$ cat config.mk
export PLATFORM = sky130hd
export DESIGN_NAME = spike_event_logger
export DESIGN_NICKNAME = d
export VERILOG_FILES = /design/src/rtl/spike_event_logger.sv
export SDC_FILE = /design/constraint.sdc
export NUM_CORES = 1
export LEC_CHECK = 0
export ABC_AREA = 1
export ABC_CLOCK_PERIOD_IN_PS = 7000
export CELL_PAD_IN_SITES_DETAIL_PLACEMENT = 0
export CELL_PAD_IN_SITES_GLOBAL_PLACEMENT = 1
export CORE_MARGIN = 10
export CORE_UTILIZATION = 41
export DETAILED_ROUTE_END_ITERATION = 6
export PLACE_DENSITY_LB_ADDON = 0.05
export SKIP_LAST_GASP = 1
export SLEW_MARGIN = 25
export SYNTH_ARGS = -nofsm -noshare
export SYNTH_HDL_FRONTEND = slang
export SYNTH_SLANG_ARGS = --single-unit
$ cat constraint.sdc
create_clock -name clk -period 7 [get_ports clk]
set_input_delay 0.7 -clock clk [delete_from_list [all_inputs] [get_ports clk]]
set_output_delay 0.7 -clock clk [all_outputs]
set_load 0.005 [all_outputs]
$ cat src/rtl/spike_event_logger.sv
// Spike onset logger: timestamps rising spikes and buffers {ts, state} in a first-word fall-through FIFO.
// Event visible one edge after the onset; a full FIFO without a pop drops the event and counts it.

module event_fifo #(
  parameter  int W     = 24,
  parameter  int DEPTH = 8,
  localparam int PTR_W = $clog2(DEPTH),
  localparam int LVL_W = PTR_W + 1
) (
  input  logic             clk,
  input  logic             reset,
  input  logic             push_vld,
  input  logic [W-1:0]     push_dat,
  output logic             push_rdy,
  output logic             out_valid,
  input  logic             out_ready,
  output logic [W-1:0]     out_data,
  output logic [LVL_W-1:0] level
);

  logic [W-1:0]     mem [DEPTH];
  logic [PTR_W-1:0] wr_ptr;
  logic [PTR_W-1:0] rd_ptr;
  logic [LVL_W-1:0] level_nxt;
  logic             pop;
  logic             push;

  assign pop      = out_valid & out_ready;
  // A full FIFO still accepts a push when the head leaves in the same cycle.
  assign push_rdy = (level != LVL_W'(DEPTH)) | pop;
  assign push     = push_vld & push_rdy;
  assign out_data = mem[rd_ptr];

  always_comb begin
    level_nxt = level;
    if (push && !pop)
      level_nxt = level + 1'b1;
    else if (pop && !push)
      level_nxt = level - 1'b1;
  end

  always_ff @(posedge clk or posedge reset) begin
    if (reset) begin
      wr_ptr    <= '0;
      rd_ptr    <= '0;
      level     <= '0;
      out_valid <= 1'b0;
      for (int i = 0; i < DEPTH; i++)
        mem[i] <= '0;
    end else begin
      if (push) begin
        mem[wr_ptr] <= push_dat;
        wr_ptr      <= wr_ptr + 1'b1;
      end
      if (pop)
        rd_ptr <= rd_ptr + 1'b1;
      level     <= level_nxt;
      out_valid <= (level_nxt != '0);
    end
  end

endmodule

module spike_event_logger #(
  parameter int STATE_W = 8,
  parameter int TS_W    = 16,
  parameter int DEPTH   = 8
) (
  input  logic                      clk,
  input  logic                      reset,
  input  logic                      enable,
  input  logic                      spike,
  input  logic [STATE_W-1:0]        state,
  input  logic                      clear_stats,
  output logic                      out_valid,
  input  logic                      out_ready,
  output logic [TS_W+STATE_W-1:0]   out_data,
  output logic [$clog2(DEPTH):0]    fifo_level,
  output logic [7:0]                drop_count,
  output logic                      overflow
);

  logic [TS_W-1:0] ts;
  logic            spike_d;
  logic            onset;
  logic            push_rdy;
  logic            drop;

  // spike_d tracks spike even while disabled, so a spike already high at enable is never logged.
  assign onset = spike & ~spike_d & enable;
  assign drop  = onset & ~push_rdy;

  always_ff @(posedge clk or posedge reset) begin
    if (reset) begin
      ts         <= '0;
      spike_d    <= 1'b0;
      drop_count <= '0;
      overflow   <= 1'b0;
    end else begin
      spike_d <= spike;
      if (enable)
        ts <= ts + 1'b1;
      if (clear_stats) begin
        drop_count <= '0;
        overflow   <= 1'b0;
      end else if (drop) begin
        if (drop_count != 8'hFF)
          drop_count <= drop_count + 1'b1;
        overflow <= 1'b1;
      end
    end
  end

  event_fifo #(
    .W     (TS_W + STATE_W),
    .DEPTH (DEPTH)
  ) u_fifo (
    .clk       (clk),
    .reset     (reset),
    .push_vld  (onset),
    .push_dat  ({ts, state}),
    .push_rdy  (push_rdy),
    .out_valid (out_valid),
    .out_ready (out_ready),
    .out_data  (out_data),
    .level     (fifo_level)
  );

endmodule

==> flow_summary.toml <==
[run_status]
outcome = "finished, final reports clean"

[sta]
tns_ps = 0
slew_headroom = 0.354
fmax_ghz = 0.253
skew_ps = 17.3
tightest_slew_ps = 969
holdWs_ps = 473
rsz0062_at_grt = "no"
hold_viol = 0
slew_violations = 0
fin_crit_sh = 0.564
min_period_ps = 3940
finalWorstSetupSlack_ps = 3060
setup_viol = 0

[cells_and_area]
syn2layout_area_growth_pct = 13.7
instances_no_fill = 1617
drive_gt1_frac = 0.0684
insertedDiodeCount = 0
fillers = 2576
finalNetCount = 1288
final_common_cell = "nand2_1"
final_cell_mix = "333 x nand2_1, 227 x dfrtp_1, 158 x o21ai_0, 143 x nor2_1, 128 x o21ai_1"

[clock_network]
ctsHoldBuffers = 0
cts_tree = "done"
cts_buffers = 26
cts_setup_buffers = 0
cts-root-buf = "clkbuf_16"
clock_path_buffers = 3
path_clk_slew_ps = 60
h-tree-depth = 1
clock-sinks = 229
ctsResizeCount = 0
clkLatencyLatePin_ps = 540

[yosys]
synth_edf_count = 0
avgSynthCellArea_um2 = 8.42
yosysWarnings = 0
async_flop_share = 1.00
syn_area_um2 = 10500
synth_flop_cell = "dfrtp_1"
syn_inst = 1252
ys_seq_area_frac = 0.543
ys_ff_latch = 229
synthesis.nets = 1272
ys_types = 26

[worst_setup_path]
crit_type = "flop to output pin"
startpoint_type = "flop"
crit_required_ps = 6300
crit_fanout = 66
end_kind = "output pin"
cp_data_arrival_time_ps = 3240

[floorplan]
rows = 58
die-width_um = 180
io_pins = 52
core-area_um2 = 25300
die_area_um2 = 32500
die_h_um = 180
start_util = 0.418

[route]
drt_iter0_drc = 735
route.detailed.drc = 0
wl_um = 28200
vias = 8314
drtPass1Iterations = 5
wl_per_cell_um = 17.4
drtAntennaViolNets = 0
drt-vias-per-instance = 5.14

[pwr]
power.leakage_uw = 0.00559
power_density_nw_per_um2 = 447
finalPower_uw = 5360
ir_drop_mv = 0.269

[grt]
antenna_found_initial = 0
grt_pass1_vias = 8166
grt_max_degree = 162
grt_pass1_wl_um = 46100
grt_use_total = 0.171
globalRoute.totalOverflow = 0

[placement]
gp_congestion = 0.761
pre_cts_slack_ps = 3580
portBuffers = 51
place_inst = 1570
dpl.hpwl_um = 15800

[hold_path]
min_path_type = "flop to flop"

[run]
cap_violations = 0
registers in the layout, indices dropped and copies added (netlist names):
name,count
u_fifo.mem,192
overflow,1
drop_count,8
ts,16
u_fifo.level,4
u_fifo.wr_ptr,3
u_fifo.out_valid,1
u_fifo.rd_ptr,3
spike_d,1
through the flow:
step                      area [um2]   util
after CTS                      12000  0.475
after global placement         11100  0.440
after floorplan                10500      -
after global routing           12000  0.475
after detailed placement       11100  0.440
final                          12000  0.475
Yosys cell counts (15+ instances only):
cell type / n / share of area
nand2_1: 333 / 0.12
dfrtp_1: 229 / 0.54
o21ai_0: 158 / 0.075
nor2_1: 143 / 0.051
o21ai_1: 128 / 0.061
inv_1: 52 / 0.019
clkbuf_1: 38 / 0.014
a21oi_1: 25 / 0.012
a31oi_1: 25 / 0.015
buf_6: 23 / 0.025
nand3_1: 21 / 0.010
xor2_1: 18 / 0.015
buf_2: 15 / 0.0071
final timing paths:
| path | startpoint | to | slack [ps] | depth (start not counted) |
|---|---|---|---|---|
| max in group asynchronous | reset | u_fifo.rd_ptr[0] | 5050 | 3 |
| worst min-delay path | ts[14] | ts[14] | 470 | 2 |
| worst max-delay path | u_fifo.rd_ptr[0] | out_data[17] | 3060 | 7 |
| min in group asynchronous | reset | u_fifo.mem[104] | 600 | 2 |
| worst min register to register | ts[14] | ts[14] | 470 | 2 |
| worst max register to register | u_fifo.level[0] | u_fifo.mem[116] | 4400 | 9 |
per-layer routing:
metal / up-vias / track usage / part of all wire
met1: 4020 / 0.244 / 0.49
met2: 119 / 0.273 / 0.46
met4: 0 / 0.0351 / 0.017
met3: 36 / 0.0233 / 0.028
met5: - / 0 / 0
li1: 4139 / - / -
power by group:
part / internal [uW] / switching, uW
sequential: 1760 / 288
combinational: 771 / 1160
clock: 829 / 552
logic make-up after synthesis:
kind of cell	Yosys count	synth area share
and+or+nand+nor	517	0.196
AOI/OAI and AO/OA	347	0.172
DFF	229	0.543
buffers and inverters	135	0.0674
xor gates and xnor gates	18	0.0149
adders and majority gates	6	0.00712
layout make-up:
class	count	area, um2	area share
clock buffers	37	762	0.0636
clock inverters	10	111	0.00929
inverters	57	224	0.0187
multi-input cells	888	4110	0.343
flip-flops and latches	229	5740	0.478
well taps	330	413	0.0344
repair buffers	66	636	0.0530
critical path, cell delays in order, from the launching register on:
cell             delay, ps
dfrtp_4                610
inv_4                  550
buf_4                  440
nor2_1                  60
o21ai_0                160
a21oi_1                 60
a31oi_1                220
clkdlybuf4s50_1        580
Note: power is estimated with default switching activity, not from simulation.
